File: config.mk
export PLATFORM = sky130hd
export DESIGN_NAME = stack_op_controller_flat
export DESIGN_NICKNAME = d
export VERILOG_FILES = /design/src/rtl/stack_op_controller_if.sv /design/src/rtl/stack_op_controller.sv /design/src/flat_wrapper.sv
export SDC_FILE = /design/constraint.sdc
export NUM_CORES = 1
export LEC_CHECK = 0
export ABC_CLOCK_PERIOD_IN_PS = 5950
export CAP_MARGIN = 40
export CORE_MARGIN = 5
export CORE_UTILIZATION = 40
export CTS_CLUSTER_DIAMETER = 60
export DETAILED_ROUTE_END_ITERATION = 12
export GPL_ROUTABILITY_DRIVEN = 0
export PLACE_DENSITY = 0.66
export SLEW_MARGIN = 20
export SYNTH_ARGS = -nofsm -noshare
export SYNTH_HDL_FRONTEND = slang
export SYNTH_SLANG_ARGS = --single-unit
File: constraint.sdc
create_clock -name clk -period 5.95 [get_ports clk]
set_input_delay 0.8925 -clock clk [delete_from_list [all_inputs] [get_ports clk]]
set_output_delay 0.8925 -clock clk [all_outputs]
set_load 0.02 [all_outputs]
File: src/rtl/stack_op_controller_if.sv
// rtl/stack_op_controller_if.sv - opcode handshake bundle for stack_op_controller
//
// Purpose: groups the requester-to-controller opcode handshake.
// Ports (signals):
//   op_valid  requester has an opcode available
//   op_ready  controller can accept an opcode (driven by the controller)
//   op_code   4-bit opcode, sampled at handshake
//   op_data   4-bit push operand, sampled at handshake
// Modports: master = requester side, slave = controller side.
// Also provides the shared stack_register / input_selector encodings.

`ifndef STACK_MODE_IDLE
`define STACK_MODE_IDLE   3'd0
`define STACK_MODE_PUSH   3'd1
`define STACK_MODE_POP    3'd2
`define STACK_MODE_SWAP   3'd3
`define STACK_MODE_RESET  3'd4
`endif

`ifndef SELECT_INPUT_BITS
`define SELECT_INPUT_BITS 3'd0
`define SELECT_STACK_TOP0 3'd1
`define SELECT_STACK_TOP1 3'd2
`define SELECT_CALC_STORE 3'd3
`endif

interface stack_op_controller_if;
  logic       op_valid;
  logic       op_ready;
  logic [3:0] op_code;
  logic [3:0] op_data;

  modport master (output op_valid, output op_code, output op_data, input op_ready);
  modport slave  (input op_valid, input op_code, input op_data, output op_ready);
endinterface

File: src/rtl/stack_op_controller.sv
// rtl/stack_op_controller.sv - opcode sequencer driving a stack_register and input_selector
//
// Purpose: accepts one opcode at a time, sequences the stack_register mode and
// input_selector select, tracks stack occupancy and raises sticky error flags
// for ops that would overflow or underflow the stack.
// Ports:
//   clk, rst_n          clock, asynchronous active-low reset
//   bus (slave)         op_valid/op_ready/op_code/op_data handshake
//   top_word            stack top from stack_register
//   second_word         stack second word from stack_register
//   stack_mode          stack_register mode (STACK_MODE_* encodings)
//   input_select        input_selector select (SELECT_* encodings)
//   push_data           latched op_data, feeds selector inputbits
//   calc_result         AND result register, feeds selector calcstore
//   out_word            OUTL/OUTH output latch
//   depth               stack occupancy 0..STACK_DEPTH
//   err_overflow        sticky overflow flag
//   err_underflow       sticky underflow flag
//   err_clear           synchronous clear of both flags
// All outputs are registered; the mode seen in a state is loaded on the edge
// that enters it, so depth moves in the same cycle the mode is presented.

module stack_op_controller #(
  parameter int STACK_DEPTH = 8
) (
  input  logic                 clk,
  input  logic                 rst_n,
  stack_op_controller_if.slave bus,
  input  logic [3:0]           top_word,
  input  logic [3:0]           second_word,
  output logic [2:0]           stack_mode,
  output logic [2:0]           input_select,
  output logic [3:0]           push_data,
  output logic [3:0]           calc_result,
  output logic [7:0]           out_word,
  output logic [3:0]           depth,
  output logic                 err_overflow,
  output logic                 err_underflow,
  input  logic                 err_clear
);

  typedef enum logic [2:0] {
    INIT   = 3'd0,
    IDLE   = 3'd1,
    EXEC   = 3'd2,
    AND2   = 3'd3,
    AND3   = 3'd4,
    SETTLE = 3'd5
  } state_t;

  localparam logic [3:0] OP_PUSH = 4'd1;
  localparam logic [3:0] OP_POP  = 4'd2;
  localparam logic [3:0] OP_OUTL = 4'd3;
  localparam logic [3:0] OP_OUTH = 4'd4;
  localparam logic [3:0] OP_SWAP = 4'd5;
  localparam logic [3:0] OP_PEEK = 4'd6;
  localparam logic [3:0] OP_DUP  = 4'd7;
  localparam logic [3:0] OP_AND  = 4'd8;
  localparam logic [3:0] OP_CLR  = 4'd9;

  localparam logic [3:0] DEPTH_MAX = 4'(STACK_DEPTH);

  state_t     state_q, state_d;
  logic       init_seen_q, init_seen_d;
  logic [3:0] op_code_q, op_code_d;
  logic       refused_q, refused_d;   // accepted op was blocked by a guard
  logic       op_ready_q, op_ready_d;
  logic [2:0] mode_d, sel_d;
  logic [3:0] push_data_d, calc_d, depth_d;
  logic [7:0] out_d;
  logic       ovf_d, unf_d;
  logic       ovf_hit, unf_hit;

  assign bus.op_ready = op_ready_q;

  always_comb begin
    state_d     = state_q;
    init_seen_d = init_seen_q;
    op_code_d   = op_code_q;
    refused_d   = refused_q;
    op_ready_d  = 1'b0;
    mode_d      = `STACK_MODE_IDLE;
    sel_d       = `SELECT_INPUT_BITS;
    push_data_d = push_data;
    calc_d      = calc_result;
    out_d       = out_word;
    depth_d     = depth;
    ovf_hit     = 1'b0;
    unf_hit     = 1'b0;

    case (state_q)
      INIT: begin
        // Hold RESET mode for one full clocked cycle after release.
        if (init_seen_q) begin
          state_d    = IDLE;
          op_ready_d = 1'b1;
        end else begin
          init_seen_d = 1'b1;
          mode_d      = `STACK_MODE_RESET;
        end
      end

      IDLE: begin
        op_ready_d = 1'b1;
        if (bus.op_valid && op_ready_q) begin
          state_d     = EXEC;
          op_ready_d  = 1'b0;
          op_code_d   = bus.op_code;
          push_data_d = bus.op_data;

          case (bus.op_code)
            OP_PUSH:                 ovf_hit = (depth == DEPTH_MAX);
            OP_POP, OP_OUTL, OP_OUTH: unf_hit = (depth == 4'd0);
            OP_SWAP, OP_AND:         unf_hit = (depth < 4'd2);
            OP_PEEK: begin
              ovf_hit = (depth == DEPTH_MAX);
              unf_hit = (depth < 4'd2);
            end
            OP_DUP: begin
              ovf_hit = (depth == DEPTH_MAX);
              unf_hit = (depth == 4'd0);
            end
            default: ;
          endcase
          // Overflow wins so a refused op only ever raises one flag.
          unf_hit   = unf_hit && !ovf_hit;
          refused_d = ovf_hit || unf_hit;

          if (!(ovf_hit || unf_hit)) begin
            case (bus.op_code)
              OP_PUSH: begin
                mode_d  = `STACK_MODE_PUSH;
                depth_d = depth + 4'd1;
              end
              OP_POP: begin
                mode_d  = `STACK_MODE_POP;
                depth_d = depth - 4'd1;
              end
              OP_OUTL: out_d = {out_word[7:4], top_word};
              OP_OUTH: out_d = {top_word, out_word[3:0]};
              OP_SWAP: mode_d = `STACK_MODE_SWAP;
              OP_PEEK: begin
                mode_d  = `STACK_MODE_PUSH;
                sel_d   = `SELECT_STACK_TOP1;
                depth_d = depth + 4'd1;
              end
              OP_DUP: begin
                mode_d  = `STACK_MODE_PUSH;
                sel_d   = `SELECT_STACK_TOP0;
                depth_d = depth + 4'd1;
              end
              OP_AND: begin
                // Operands are still in place until the first POP lands.
                calc_d  = top_word & second_word;
                mode_d  = `STACK_MODE_POP;
                depth_d = depth - 4'd1;
              end
              OP_CLR: begin
                mode_d  = `STACK_MODE_RESET;
                depth_d = 4'd0;
              end
              default: ;
            endcase
          end
        end
      end

      EXEC: begin
        if (op_code_q == OP_AND && !refused_q) begin
          state_d = AND2;
          mode_d  = `STACK_MODE_POP;
          depth_d = depth - 4'd1;
        end else begin
          state_d = SETTLE;
        end
      end

      AND2: begin
        state_d = AND3;
        mode_d  = `STACK_MODE_PUSH;
        sel_d   = `SELECT_CALC_STORE;
        depth_d = depth + 4'd1;
      end

      AND3: state_d = SETTLE;

      SETTLE: begin
        state_d    = IDLE;
        op_ready_d = 1'b1;
      end

      default: state_d = INIT;
    endcase

    // A new error on the same edge as err_clear takes priority.
    ovf_d = (err_overflow  && !err_clear) || ovf_hit;
    unf_d = (err_underflow && !err_clear) || unf_hit;
  end

  always_ff @(posedge clk or negedge rst_n) begin
    if (!rst_n) begin
      state_q       <= INIT;
      init_seen_q   <= 1'b0;
      op_code_q     <= 4'd0;
      refused_q     <= 1'b0;
      op_ready_q    <= 1'b0;
      stack_mode    <= `STACK_MODE_RESET;
      input_select  <= `SELECT_INPUT_BITS;
      push_data     <= 4'd0;
      calc_result   <= 4'd0;
      out_word      <= 8'd0;
      depth         <= 4'd0;
      err_overflow  <= 1'b0;
      err_underflow <= 1'b0;
    end else begin
      state_q       <= state_d;
      init_seen_q   <= init_seen_d;
      op_code_q     <= op_code_d;
      refused_q     <= refused_d;
      op_ready_q    <= op_ready_d;
      stack_mode    <= mode_d;
      input_select  <= sel_d;
      push_data     <= push_data_d;
      calc_result   <= calc_d;
      out_word      <= out_d;
      depth         <= depth_d;
      err_overflow  <= ovf_d;
      err_underflow <= unf_d;
    end
  end

endmodule

File: src/flat_wrapper.sv
// flat-port wrapper written by rule: the top's interface ports become plain ports
module stack_op_controller_flat 
#(
  parameter int STACK_DEPTH = 8
)
  (clk, rst_n, top_word, second_word, stack_mode, input_select, push_data, calc_result, out_word, depth, err_overflow, err_underflow, err_clear, bus_op_valid, bus_op_code, bus_op_data, bus_op_ready);
  stack_op_controller_if bus_i ();
  input  logic clk;
  input  logic rst_n;
  input  logic [3:0] top_word;
  input  logic [3:0] second_word;
  output logic [2:0] stack_mode;
  output logic [2:0] input_select;
  output logic [3:0] push_data;
  output logic [3:0] calc_result;
  output logic [7:0] out_word;
  output logic [3:0] depth;
  output logic err_overflow;
  output logic err_underflow;
  input  logic err_clear;
  input wire logic [$bits(bus_i.op_valid)-1:0] bus_op_valid;
  input wire logic [$bits(bus_i.op_code)-1:0] bus_op_code;
  input wire logic [$bits(bus_i.op_data)-1:0] bus_op_data;
  output wire logic [$bits(bus_i.op_ready)-1:0] bus_op_ready;
  assign bus_i.op_valid = bus_op_valid;
  assign bus_i.op_code = bus_op_code;
  assign bus_i.op_data = bus_op_data;
  assign bus_op_ready = bus_i.op_ready;
  stack_op_controller #(.STACK_DEPTH(STACK_DEPTH)) u_core (.clk(clk), .rst_n(rst_n), .bus(bus_i), .top_word(top_word), .second_word(second_word), .stack_mode(stack_mode), .input_select(input_select), .push_data(push_data), .calc_result(calc_result), .out_word(out_word), .depth(depth), .err_overflow(err_overflow), .err_underflow(err_underflow), .err_clear(err_clear));
endmodule
==> results.cfg, run 1 <==
[cells_and_area]
n_antenna_cell = 0
finish.instance_area_mm2 = 0.002708
syn_to_final_growth_pct = 27.00
drive_gt1_share_pct = 9.886
multiInputGateArea_mm2 = 0.001039
instances_no_fill = 333
fillers = 518
layout.area.seq_um2 = 927.1
fin_nets = 286

[placement]
placedCellCount = 326
place_area_mm2 = 0.002621
io_buffers = 47
dp_hpwl_mm = 3.713
dp_slack_ns = 2.779

[route]
first_pass_iters = 4
wire_per_inst_um = 14.63
vias = 1737
drc_errors = 0
via_per_inst = 5.216
route.antenna.remaining_nets = 0
drtIter0Drc = 123
wl_mm = 4.872

[critical_path]
worstSetupStartpointType = input pin
endpoint_kind = flop
worst-r2r-setup-slack_ns = 3.57
criticalPathCategory = input pin to flop
cp_data_arrival_time_ns = 3.07
critical_path_peak_fanout = 15
crit_required_ns = 6.12

[grt]
grtUsageMet3_pct = 5.149
grt_use_met1_pct = 20.62
grt.total_usage_pct = 15.22
met2_usage_pct = 23.62
grt.busiest_layer = met2
antenna_found_initial = 0
grt.overflow.total = 0
grt_pass1_vias = 1761
grt_max_degree = 23
grt_pass1_wl_mm = 8.645

[clock_tree]
cts.sinks = 37
cts_root_buffer = clkbuf_8
cts_buffer_depth = 2
cts_buffers = 5
post_cts_buffers = 0
cts_tree = built
clkTransAtPathRegs_ns = 0.07
cts_resized = 0
cts-hold-fix-buffers = 0
clk_latency_ns = 0.28
cts_max_level = 2

[outcome]
status = complete, no violations

[timing]
slew_headroom_pct = 62.50
setup_violations = 0
rsz0062_at_grt = false
max_freq_mhz = 345.2
fin_crit_ns = 2.897
finalCritPeriodShare_pct = 48.69
hold_viol_final = 0
final.setup.worst_slack_ns = 3.053
drv_slew = 0
worst_pin_slew_ns = 0.5547
skew_ns = 0.002577
holdWs_ns = 0.4834
setup-tns-final_ns = 0

[power]
leakagePower_uw = 0.001205
max-vdd-ir-drop_v = 0.0002063
p_per_area_mw_per_mm2 = 446.2

[floorplan]
io_pins = 49
die_h_um = 83.01
die_x_um = 83.01
dieArea_mm2 = 0.006890
initial_core_util_pct = 41.48
coreArea_mm2 = 0.005140
num_rows = 26

[job]
maxCapViolCount = 0

[yosys]
yosysSeqAreaShare_pct = 43.49
syn_nets = 244
synth.most_common_cell = dfrtp_1
synth_cell_types = 58
syn-instance-count = 221
synth_top_area_share_pct = 42.25
async_flop_share_pct = 100.0
synth_edf_count = 0
synthTopCellsByArea = dfrtp_1, nand2_1, mux2i_1, inv_1, mux2_1
avgSynthCellArea_um2 = 9.647
ys.flop_type = dfrtp_1
ys_seq_elements = 37
synth_common_cells = dfrtp_1, nand2_1, inv_1
ys_warn_count = 0
yosys.area.top_type = dfrtp_1
syn_area_mm2 = 0.002132

[min_path]
hold_path.class = flop to flop
## area by class of cell
| cell class | count | area share, % |
|---|---|---|
| inverter | 18 | 2.495 |
| timing repair buffer | 49 | 18.48 |
| multi-input combinational | 152 | 38.36 |
| tap | 70 | 3.235 |
| sequential | 37 | 34.24 |
| clock buffer | 7 | 3.189 |
## kinds of logic after synthesis
| group | Yosys count | share of synthesized area, % |
|---|---|---|
| buffers and inverters | 32 | 8.098 |
| other | 1 | 0.1759 |
| DFF | 37 | 43.49 |
| xor gates and xnor gates | 2 | 1.174 |
| muxes | 19 | 9.448 |
| and+or+nand+nor | 74 | 18.66 |
| adders and majority gates | 3 | 1.761 |
| AOI/OAI and AO/OA | 53 | 17.20 |
## metal layers
| layer | vias up | part of all wire, % |
|---|---|---|
| li1 | 872 | - |
| met1 | 817 | 47 |
| met2 | 46 | 46 |
| met3 | 2 | 6.4 |
| met4 | 0 | 0.51 |
| met5 | - | 0 |
## per-stage QoR
step	power [uW]	utilization, %
after floorplan	813.1	-
after global placement	1032	50.32
after detailed placement	1044	51.00
after CTS	1221	52.68
after global routing	1312	52.68
final	1208	52.68
## flip-flops by register name (all words and copies together), names as in the netlist, 2 cells and up
name,count
u_core.push_data,4
u_core.out_word,8
u_core.calc_result,4
u_core.state_q,3
u_core.input_select,2
u_core.op_code_q,4
u_core.depth,4
u_core.stack_mode,3
## cells in the final DEF (no fill, tap or decap), types with 4 or more instances in the layout
master	instances
a211oi_1	4
a21oi_1	7
clkbuf_8	6
clkdlybuf4s50_1	46
dfrtp_1	36
inv_1	18
mux2_1	5
mux2_2	4
mux2i_1	10
nand2_1	29
nand3_1	6
nor2_1	11
nor4_1	4
o211ai_1	5
o21ai_0	11
## power breakdown
part	switching (uW)	internal (uW)
Sequential	101	350
Combinational	302	283
Clock	81.8	91.8
Total	484	724
## final timing paths
check,from,end,depth (start not counted)
worst max-delay path,bus_op_code[1],u_core.depth[0],6
worst min-delay path,u_core.op_code_q[2],u_core.op_code_q[2],2
worst max register to register,u_core.depth[1],u_core.depth[0],7
worst min register to register,u_core.op_code_q[2],u_core.op_code_q[2],2
max in group asynchronous,rst_n,u_core.push_data[1],2
min in group asynchronous,rst_n,u_core.depth[3],1
## critical path, stage by stage
cell and delay, ns:
clkdlybuf4s50_1 0.82, and2b_4 0.28, a31oi_1 0.23, a31oi_1 0.23, o21ai_2 0.28, mux2_1 0.34
(Power assumes the default switching activity.)
==> run 2: changes to the inputs <==
--- a/config.mk
+++ b/config.mk
@@ -5,14 +5,14 @@
 export SDC_FILE = /design/constraint.sdc
 export NUM_CORES = 1
 export LEC_CHECK = 0
-export ABC_CLOCK_PERIOD_IN_PS = 5950
+export ABC_CLOCK_PERIOD_IN_PS = 2500
 export CAP_MARGIN = 40
 export CORE_MARGIN = 5
 export CORE_UTILIZATION = 40
 export CTS_CLUSTER_DIAMETER = 60
 export DETAILED_ROUTE_END_ITERATION = 12
 export GPL_ROUTABILITY_DRIVEN = 0
-export PLACE_DENSITY = 0.66
+export PLACE_DENSITY = 0.69
 export SLEW_MARGIN = 20
 export SYNTH_ARGS = -nofsm -noshare
 export SYNTH_HDL_FRONTEND = slang
==> constraint.sdc (replaced) <==
create_clock -name clk -period 2.5 [get_ports clk]
set_input_delay 0.375 -clock clk [delete_from_list [all_inputs] [get_ports clk]]
set_output_delay 0.375 -clock clk [all_outputs]
set_load 0.02 [all_outputs]
==> run 2 against run 1 <==
  * Clock power increased to 2.6 times the previous value
  * Global-route usage rose by 0.56 points
  * Flip-flop and latch count did not move
  * Final cell count increased by 5.4%
  * Non-clock buffer count is 17 higher
  * Combinational power rose to 2.6 times the previous value
  * First-iteration DRC count is 41% higher
  * Power is 150% higher
  * Clock-buffer cell count is the same
  * Via count grew 5.2%
  * Die area unchanged
  * Worst hold slack got worse by 0.0025 ns
==> results.cfg, run 2 (synthesis gave the netlist of run 1 again) <==
[clock_tree]
cts_max_level = 2
cts_buffer_depth = 2
clk_latency_ns = 0.28
cts_root_buffer = clkbuf_8
cts_tree = built
cts_buffers = 5
clkTransAtPathRegs_ns = 0.07
cts.sinks = 37

[timing]
setup_violations = 0
skew_ns = 0.003238
max_freq_mhz = 455.6
final.setup.worst_slack_ns = 0.3049
rsz0062_at_grt = false
drv_slew = 0
finalCritPeriodShare_pct = 87.80
setup-tns-final_ns = 0
fin_crit_ns = 2.195
hold_viol_final = 0

[cells_and_area]
largest_register_ffs = 8
layout.cells.most_common = clkdlybuf4s50_1
top_register = u_core.out_word
n_antenna_cell = 0
fin_nets = 303
drive_gt1_share_pct = 15.66
instances_no_fill = 351
most-common-layout-cells = clkdlybuf4s50_1, dfrtp_1, nand2_1
syn_to_final_growth_pct = 33.45

[route]
wire_per_inst_um = 15.33
first_pass_iters = 4
wl_mm = 5.380
drc_errors = 0
vias = 1828
drtIter0Drc = 174
route.antenna.remaining_nets = 0
via_per_inst = 5.208

[grt]
grt_max_degree = 38
grt_pass1_vias = 1744
grt.overflow.total = 0
grt_pass1_wl_mm = 8.901
antenna_found_initial = 0
grt.total_usage_pct = 15.78

[floorplan]
io_pins = 49
die_h_um = 83.01
dieArea_mm2 = 0.006890
num_rows = 26
die_x_um = 83.01
coreArea_mm2 = 0.005140
initial_core_util_pct = 41.48

[min_path]
worstHoldStart = u_core.op_code_q[2]
hold_path.class = flop to flop

[critical_path]
critical_path_peak_fanout = 11
crit_start = bus_op_code[1]
cp_data_arrival_time_ns = 2.36
crit_required_ns = 2.66
path_cells = clkdlybuf4s50_1 > or3b_1 > a211oi_2 > o211ai_1 > o21ai_2 > mux2_1
criticalPathCategory = input pin to flop
worstSetupStartpointType = input pin
cpPeakStageDelay_ns = 0.56
cp_slowest_cell = clkdlybuf4s50_1
reg2reg_from = u_core.depth[0]
endpoint_kind = flop

[placement]
dp_slack_ns = 0.02854
dp_hpwl_mm = 3.936
io_buffers = 47
placedCellCount = 341

[power]
max-vdd-ir-drop_v = 0.0004774
p_per_area_mw_per_mm2 = 1060
power_frac_seq_pct = 34.3
leakagePower_uw = 0.001294
power.switching_uw = 1207
power.internal_uw = 1808
p_sw_share_pct = 40.03
comb_power_share_pct = 50.5
pwr-share-clk_pct = 15.2

[outcome]
status = complete, no violations

[job]
maxCapViolCount = 0
## run 2: cell types whose count changed in the layout (fill, tap and decap cells not counted)
| cell | previous run | this run |
|---|---|---|
| buf_12 | 0 | 1 |
| buf_16 | 1 | 0 |
| buf_4 | 1 | 17 |
| clkbuf_1 | 1 | 0 |
| clkbuf_8 | 6 | 7 |
| clkinv_2 | 0 | 1 |
| dlygate4sd3_1 | 0 | 1 |
## run 2: path summary, 6_finish.rpt
path                                          to  slack [ns]  cells after the start
max                              u_core.depth[0]        0.30                      6
max in group asynchronous   u_core.stack_mode[2]        1.51                      3
min                          u_core.op_code_q[2]        0.48                      2
min in group asynchronous  u_core.calc_result[1]        0.49                      2
max reg2reg                 u_core.stack_mode[0]        0.50                      8
min reg2reg                  u_core.op_code_q[2]        0.48                      2
## run 2: layout make-up
type | instances | area (um2)
Inverter | 18 | 67.56
Clock inverter | 1 | 5.005
Clock buffer | 7 | 96.34
Tap cell | 70 | 87.58
Fill cell | 499 | 2295
Multi-Input combinational cell | 152 | 1039
Sequential cell | 37 | 927.1
Timing Repair Buffer | 66 | 623.1
## run 2: power groups by stage
stage / combinational (uW) / clock (uW) / sequential, uW
after global routing: 1670 / 495 / 1080
after floorplan: 754 / 0 / 1180
after CTS: 1520 / 470 / 1030
after detailed placement: 1520 / 0 / 1050
after global placement: 1500 / 0 / 1030
final: 1520 / 458 / 1030
## run 2: through the flow
stage	cell area (um2)	power (uW)	utilization [%]	hold slack, ns
after floorplan	2132	1935	-	0.07941
after detailed placement	2714	2563	52.80	0.4734
after global routing	2845	3238	55.36	0.5196
final	2845	3016	55.36	0.4808
after global placement	2714	2530	52.80	0.4649
after CTS	2815	3029	54.77	0.2205
## run 2: what timing repair did
action / CTS / global route
gates resized for setup: 0 / 0
hold buffers: 0 / 1
endpoints found under the hold margin: 0 / 10
buffers inserted: 0 / 0
## run 2: metal layers
| layer | track usage, % | routed length (um) | vias to the layer above |
|---|---|---|---|
| met3 | 3.564 | 241 | 4 |
| met1 | 22.16 | 2611 | 867 |
| li1 | - | - | 905 |
| met2 | 24.78 | 2487 | 52 |
| met5 | 0 | 0 | - |
| met4 | 3.566 | 40 | 0 |
## run 2: critical path, delay by kind of cell
family	cells	cell delay [ns]
AO/OA/AOI/OAI	3	0.61
buffers and inverters	1	0.56
AND/OR/NAND/NOR	1	0.45
multiplexers	1	0.35
